File: src/rtl/seg_pkg.sv
// Shared constants and helpers for the seven-segment scan driver:
// blank pattern, hex-to-segment map and digit-index width.
package seg_pkg;

    localparam logic [6:0] SEG_BLANK = 7'h7F;

    function automatic int idx_width(input int digits);
        return (digits > 1) ? $clog2(digits) : 1;
    endfunction

    // Active-low segments, bit order g..a.
    function automatic logic [6:0] hex_to_seg(input logic [3:0] nibble);
        logic [6:0] s;
        s = SEG_BLANK;
        case (nibble)
            4'h0: s = 7'h40;
            4'h1: s = 7'h79;
            4'h2: s = 7'h24;
            4'h3: s = 7'h30;
            4'h4: s = 7'h19;
            4'h5: s = 7'h12;
            4'h6: s = 7'h02;
            4'h7: s = 7'h78;
            4'h8: s = 7'h00;
            4'h9: s = 7'h10;
            4'hA: s = 7'h08;
            4'hB: s = 7'h03;
            4'hC: s = 7'h46;
            4'hD: s = 7'h21;
            4'hE: s = 7'h06;
            4'hF: s = 7'h0E;
            default: s = SEG_BLANK;
        endcase
        return s;
    endfunction

endpackage

File: src/rtl/seg_hex_decode.sv
// Combinational hex nibble to active-low seven-segment pattern.
module seg_hex_decode
    import seg_pkg::*;
(
    input  logic [3:0] nibble,
    output logic [6:0] seg
);

    assign seg = hex_to_seg(nibble);

endmodule

File: src/rtl/seg_scan_display.sv
// Time-multiplexed seven-segment driver with PWM brightness and double-buffered
// loading. Define SEG_SCAN_LZS_EN to enable leading-zero suppression.
module seg_scan_display
    import seg_pkg::*;
#(
    parameter int DIGITS      = 4,
    parameter int DIV_BITS    = 16,
    parameter int BRIGHT_BITS = 3
) (
    input  logic                          clk,
    input  logic                          rst,
    input  logic [4*DIGITS-1:0]           number,
    input  logic [DIGITS-1:0]             blank,
    input  logic [DIGITS-1:0]             dp,
    input  logic                          load,
    input  logic [BRIGHT_BITS-1:0]        brightness,
    output logic                          busy,
    output logic [6:0]                    seg,
    output logic                          dp_n,
    output logic [DIGITS-1:0]             an,
    output logic [idx_width(DIGITS)-1:0]  digit_idx
);

    localparam int IDX_W = idx_width(DIGITS);
    localparam logic [IDX_W-1:0] LAST_IDX = IDX_W'(DIGITS - 1);

    logic [DIV_BITS-1:0]    div_cnt;
    logic [DIGITS-1:0][3:0] pend_number, disp_number;
    logic [DIGITS-1:0]      pend_blank, disp_blank;
    logic [DIGITS-1:0]      pend_dp, disp_dp;

    logic slot_tick, commit;
    assign slot_tick = &div_cnt;
    assign commit    = slot_tick && (digit_idx == LAST_IDX);

    // NOTE: state registers use non-blocking assignments so every flop samples
    // pre-edge values; commit therefore moves the *old* pending contents even
    // when a load lands in the same cycle.
    always_ff @(posedge clk) begin
        if (rst) begin
            div_cnt     <= '0;
            digit_idx   <= '0;
            busy        <= 1'b0;
            // NOTE: the buffers are a handful of flops, not a RAM, so they are
            // reset to a blanked frame and the display comes up dark.
            pend_number <= '0;
            pend_blank  <= '1;
            pend_dp     <= '0;
            disp_number <= '0;
            disp_blank  <= '1;
            disp_dp     <= '0;
        end else begin
            div_cnt <= div_cnt + 1'b1;
            if (slot_tick)
                digit_idx <= (digit_idx == LAST_IDX) ? '0 : digit_idx + 1'b1;
            // Outside a pending load both buffers are equal, so copying
            // unconditionally at the frame boundary is harmless.
            if (commit) begin
                disp_number <= pend_number;
                disp_blank  <= pend_blank;
                disp_dp     <= pend_dp;
            end
            if (load) begin
                pend_number <= number;
                pend_blank  <= blank;
                pend_dp     <= dp;
                busy        <= 1'b1;
            end else if (commit) begin
                busy <= 1'b0;
            end
        end
    end

    logic [BRIGHT_BITS-1:0] pwm_top;
    logic                   pwm_on;
    logic [3:0]             cur_nibble;
    logic [6:0]             cur_seg;
    logic                   digit_dark;

    assign pwm_top    = div_cnt[DIV_BITS-1 -: BRIGHT_BITS];
    assign pwm_on     = (pwm_top <= brightness);
    assign cur_nibble = disp_number[digit_idx];

    seg_hex_decode u_hex_decode (
        .nibble (cur_nibble),
        .seg    (cur_seg)
    );

`ifdef SEG_SCAN_LZS_EN
    logic [DIGITS-1:0] lz_dark;

    // A digit is suppressed when it and every digit above it are zero.
    always_comb begin : lzs
        logic zeros_above;
        // NOTE: every variable gets a default before the loop so no path
        // leaves it unassigned and no latch is inferred.
        zeros_above = 1'b1;
        lz_dark     = '0;
        for (int i = DIGITS - 1; i > 0; i--) begin
            zeros_above = zeros_above && (disp_number[i] == 4'h0);
            lz_dark[i]  = zeros_above;
        end
    end

    assign digit_dark = disp_blank[digit_idx] | lz_dark[digit_idx];
`else
    assign digit_dark = disp_blank[digit_idx];
`endif

    always_ff @(posedge clk) begin
        if (rst || !pwm_on || digit_dark) begin
            an   <= '1;
            seg  <= SEG_BLANK;
            dp_n <= 1'b1;
        end else begin
            an   <= ~(DIGITS'(1) << digit_idx);
            seg  <= cur_seg;
            dp_n <= ~disp_dp[digit_idx];
        end
    end

endmodule

File: config.mk
export PLATFORM = sky130hd
export DESIGN_NAME = seg_scan_display
export DESIGN_NICKNAME = d
export VERILOG_FILES = /design/src/rtl/seg_pkg.sv /design/src/rtl/seg_hex_decode.sv /design/src/rtl/seg_scan_display.sv
export SDC_FILE = /design/constraint.sdc
export NUM_CORES = 1
export LEC_CHECK = 0
export CAP_MARGIN = 20
export CORE_UTILIZATION = 30
export DETAILED_ROUTE_END_ITERATION = 12
export GPL_TIMING_DRIVEN = 0
export PLACE_DENSITY = 0.53
export SLEW_MARGIN = 20
export SYNTH_ARGS = -nofsm -noshare
export SYNTH_HDL_FRONTEND = slang
export SYNTH_HIERARCHICAL = 1
export SYNTH_SLANG_ARGS = --single-unit
File: constraint.sdc
create_clock -name clk -period 6 [get_ports clk]
set_input_delay 0.9 -clock clk [delete_from_list [all_inputs] [get_ports clk]]
set_output_delay 0.9 -clock clk [all_outputs]
set_load 0.1 [all_outputs]
---- Yosys cells after proc, flatten, opt, wreduce, memory -nomap -nowiden ----
Memories as Yosys holds them, arrays and structs flattened. A register that Yosys moved wholly into a read port is not among the register bits.
Index checks and enable logic that the tools add are counted.
operators by class
  order comparisons ....................... 2
  reduce and logical (&&, ||, !) cells .... 6
  eq/ne operators ......................... 1
  bitwise logic cells ..................... 2
  shift-type cells ........................ 1
  add/sub/neg operators ................... 2
  multiplexer cells ....................... 9
operators by type and width
  kind                   number
  $add 16x1->16 const B  1
  $reduce_and 16->1      1
  $bmux 4 s2             1
  $bmux 1 s2             2
  $mux 1                 4
  $mux 4                 1
  $not 4->4              1
  $shl 1x2->4 const A    1
  $le 3x3->1             1
  $lt 2x3->1 const B     1
  $add 2x1->2 const B    1
  $eq 2x2->1 const B     1
  $logic_or 1x1->1       2
  $mux 2                 1
  $reduce_bool 2->1      1
  $logic_and 1x1->1      1
  $logic_not 1->1        1
  $not 1->1              1
word-level totals
  register bits after elaboration ......... 72
  memories ................................ 1
  ROM bits ................................ 112
memories
  memory            depth  bits a word  rd ports  clocked after Yosys merged registers in  write ports  line           text
  (name not given)  16     7            1         1                                        0            seg_pkg.sv:15  case (nibble)

---- Depth between registers and ports, before layout ----
  depth after elaboration ................. 4
  depth in mapped cells ................... 8
  gate-level depth less buffers ........... 7

---- Hierarchy ----
The synthesis kept the hierarchy.
modules (own cells, without submodules)
  module            sequential area each (sq um)  cells an instance  area an instance (sq um)  times used
  seg_scan_display  1,581.5                       322                3,236.9                   1
  seg_hex_decode    0.0                           31                 261.5                     1

---- Worst setup path after synthesis ----
OpenSTA, ideal clock, no wires.
  path kind ............................... register to register
  from .................................... register digit_idx[0]
  to ...................................... register seg[3]
  data required time ...................... 5.871 ns
  path slack .............................. 3.088 ns
  clock period less this slack ............ 2.912 ns
  arrival ................................. 2.783 ns
  cell stages (with the launch flop) ...... 8
  path through ............................ dfxtp_1 buf_4 mux4_2 inv_1 ha_1 inv_1 mux4_1 nand3b_1
RTL lines
  item                          line                    text
  from (decl)                   seg_scan_display.sv:21  output logic [idx_width(DIGITS)-1:0] digit_idx
  from (signal assigned)        seg_scan_display.sv:55  digit_idx <= (digit_idx == LAST_IDX) ? '0 : digit_idx + 1'b1;
  $bmux 4 s2                    seg_scan_display.sv:82  assign cur_nibble = disp_number[digit_idx];
  $mux 4 (not written as such)  seg_scan_display.sv:82
  net cur_nibble[0]             seg_scan_display.sv:76  logic [3:0] cur_nibble;
  to (decl)                     seg_scan_display.sv:18  output logic [6:0] seg,
The timed path passes the listed nets, and every way through them passes these cells. The select of a mux whose other input is x is not followed.
A chain may end at the register's enable or synchronous reset.

---- Final worst setup path ----
  from .................................... register digit_idx[0]
  to ...................................... output digit_idx[0]
No word-level cell between the ends.

==> summary.md <==
The multi-input combinational cells in the finished layout cover a total of 0.001768 mm². For the pin with the worst max-slew slack, the measured transition is 966.5 ps. The die span in x is 110.0 µm. The worst setup path is of the reg -> out kind.

The async set-or-reset flop fraction in the synthesized netlist was 0. The tools report the clock root buffer as sky130_fd_sc_hd__clkbuf_16. The clock sink total is 79, and the count of cells along the worst register-to-register path is 7. In this run the vertical extent of the chip is 110.0 µm.

Post-CTS timing repair inserted 0 buffers for setup. By count the netlist is led by sky130_fd_sc_hd__dfxtp_1 (79), sky130_fd_sc_hd__mux2i_1 (54), sky130_fd_sc_hd__nand2_1 (51). STA classifies the critical path endpoint as a primary output. Of all cell types, the one taking the most synthesized area is sky130_fd_sc_hd__dfxtp_1. A synthesized cell averages 9.910 µm². The sum of buffers and inverters on the critical path is 1, and the number of warnings printed during yosys synthesis is 6.

In this run, synthesis produced a sequential element count of 79. The fmax came out at 358.4 MHz. The tools report the total DRC errors in the routed layout as 0. Setup violations remaining at the end of the flow were counted as 0.

The most frequent cell after synthesis was sky130_fd_sc_hd__dfxtp_1. The worst hold path was traced through 2 stages. The layout has 1,143 filler cells. The total overflow left after global routing is 0. The logs give 11,840 µm for the first-pass GRT wire length and 5.069 ps for the clock skew.

Kind of path behind the tightest hold check: reg -> reg. The count of buffers added on input and output ports is 43. The share of the yosys chip area belonging to registers was 0.4521. Dividing the detail-routed wire length by the instance count gives 12.91 µm. The final period utilization is 0.4650, and the total power divided by cell area is 263.1 mW/mm².

For the final hold violation count, the log shows 0. Traced cell by cell, the critical path runs through clkdlybuf4s50_1. Setup total negative slack on the finished layout was measured at 0 ps. The run finished with clean final reports.

The layout cell share with drive strength beyond 1 came out at 0.08495. The tools report the kind of launch point of the worst setup path as a flip-flop. The effective utilization at floorplan is 0.3077. The H-tree was split into 3 levels. The aggregate global-route resource usage was 0.1327. The critical path depth came out at 1. Setup repair after global routing left no endpoint under its margin. After the first detailed-routing iteration, the DRC count stood at 55. Final number of max-transition violations: 0. The number of nets handed over by synthesis was 398.

The tools report the worst relative slew slack as 0.3537. Gates resized during post-CTS repair numbered 0. The core region is 0.01137 mm². The number of different library cells used by synthesis comes to 40.

After legalization and detailed placement, the total HPWL measured 5227 µm. Yosys mapped a number of flops with a built-in enable equal to 0. Counting along the longest clock path gives a buffer depth of 2. The later pin in the worst-skew pair is clocked with a latency of 340 ps. The synthesized netlist occupies a cell area of 0.003498 mm². Clock-pin slew was measured on the worst setup and hold paths at 60 ps. After layout, the design draws a total of 1.158 mW.

The logs give 0 for the max-cap violation count and 1.827 nW for the leakage power. The floorplan step defined a die boundary enclosing 0.01210 mm². The number of top-level pins was 45; the area added between synthesis and finish was 25.79%. In the post-synthesis netlist, the biggest area contributors are sky130_fd_sc_hd__dfxtp_1 (45%), sky130_fd_sc_hd__mux2i_1 (15%), sky130_fd_sc_hd__nand2_1 (5.5%), sky130_fd_sc_hd__ha_1 (5.4%), sky130_fd_sc_hd__nor2_1 (4.9%). On the critical path, the stage with the largest delay is an instance of sky130_fd_sc_hd__clkdlybuf4s50_1. For the number of iterations in the first detailed-routing pass, the log shows 4. The total wire length after detailed routing is 7167 µm. The kind of cell with the highest combined delay along the critical path is buffers and inverters. The highest net fanout along the worst path is 4.

The worst-case IR drop observed on VDD is 0.1366 mV. The number of CTS-inserted buffers came out at 9. After technology mapping, the gate count stands at 353. The initial antenna violation count is 0, and the total number of nets in the final design is 452. The run gives 0 as the antenna cell count.

On the worst path, the slowest cell contributes a delay of 1160 ps. The number of hold buffers added after CTS was 0. The congestion estimate from routability-driven global placement came to 0.7147. The run gives 2,421 as the number of global-route vias before repair. The largest net degree at the start of global routing is 13, and the endpoint required time on the critical path is 5100 ps. Counting I/O delays and the setup requirement, the final critical path takes 2790 ps. The antenna violation net count after detailed routing is 0.

The total via count in the routed design is 2,496, and the via density per instance is 4.497. Data arrives at the worst endpoint at 1890 ps. The total number of placement rows is 39. In the synthesized netlist the dominant register cell turns out to be sky130_fd_sc_hd__dfxtp_1.

The sequential cells in the finished layout cover a total of 0.001582 mm². The share of Yosys cell area claimed by the top area cell type was 0.4521. TritonCTS built the clock tree.
-- report_power, final --
group	leakage [nW]	internal (mW)	total, mW	switching, mW
Clock	0.140	0.333	0.546	0.212
Combinational	1.04	0.0334	0.0680	0.0347
Sequential	0.643	0.537	0.544	0.00742
-- placed cells by master (no fill, tap or decap), drive strengths merged, types with 7 or more instances in the layout --
cell,instances
buf,9
clkbuf,24
clkdlybuf4s50,43
dfxtp,79
ha,15
inv,12
mux2i,54
mux4,7
nand2,51
nand3,12
nand3b,8
nor2,46
o21ai,7
xnor2,8
-- worst paths after layout --
check,startpoint,endpoint,slack [ps]
min,pend_number[2]$_SDFFE_PP0P_,disp_number[2]$_SDFFE_PP0P_,450
max reg2reg,digit_idx[1]$_SDFFE_PP0P_,seg[3]$_SDFF_PP1_,3590
max,digit_idx[0]$_SDFFE_PP0P_,digit_idx[0],3210
min reg2reg,pend_number[2]$_SDFFE_PP0P_,disp_number[2]$_SDFFE_PP0P_,450
-- cell families after synthesis --
family | count (synthesis) | synth area share
mux | 63 | 0.2071
simple gates | 139 | 0.1921
compound gates | 14 | 0.02504
buf+inv | 32 | 0.04256
fa+ha+maj | 15 | 0.05365
flops | 79 | 0.4521
xor+xnor | 11 | 0.02754
-- registers in the layout, indices dropped and copies added, names as in the netlist, 4 cells and up --
| register | cells |
|---|---|
| div_cnt | 16 |
| disp_dp | 4 |
| seg | 7 |
| pend_dp | 4 |
| pend_number | 16 |
| disp_number | 16 |
| an | 4 |
| disp_blank | 4 |
| pend_blank | 4 |
-- per-stage QoR --
stage	setup WS [ps]	cell area (µm²)	utilization	hold slack (ps)	std cells
2_1_floorplan	3088	3498	-	430.2	353
3_3_place_gp	3041	4108	0.3613	443.6	539
3_5_place_dp	3045	4108	0.3613	448.0	539
4_1_cts	3195	4400	0.3870	459.3	555
5_1_grt	3148	4400	0.3870	474.4	555
6_report	3210	4400	0.3870	453.8	555
-- worst reg2reg max path, cell delays in order (launching register included) --
cell and delay [ps]:
sky130_fd_sc_hd__dfxtp_1 390, sky130_fd_sc_hd__clkbuf_1 420, sky130_fd_sc_hd__mux4_2 410, sky130_fd_sc_hd__inv_1 120, sky130_fd_sc_hd__ha_1 290, sky130_fd_sc_hd__inv_1 50, sky130_fd_sc_hd__mux4_1 460, sky130_fd_sc_hd__nand3b_1 160
-- per-layer routing --
metal,vias up,global-route usage,share of wire
met5,-,0,0
met4,0,0.06571,0.020
met3,9,0.03175,0.041
met2,46,0.2085,0.44
met1,1137,0.1701,0.50
li1,1304,-,-
-- layout make-up --
class                           count  area share
Clock inverter                      3    0.009667
Buffer                             20     0.02360
Tap cell                          143     0.04066
Inverter                           12     0.01024
Clock buffer                       13     0.05687
Timing Repair Buffer               43     0.09781
Multi-Input combinational cell    242      0.4018
Sequential cell                    79      0.3594
No activity file was read; power rests on OpenSTA's default activity.
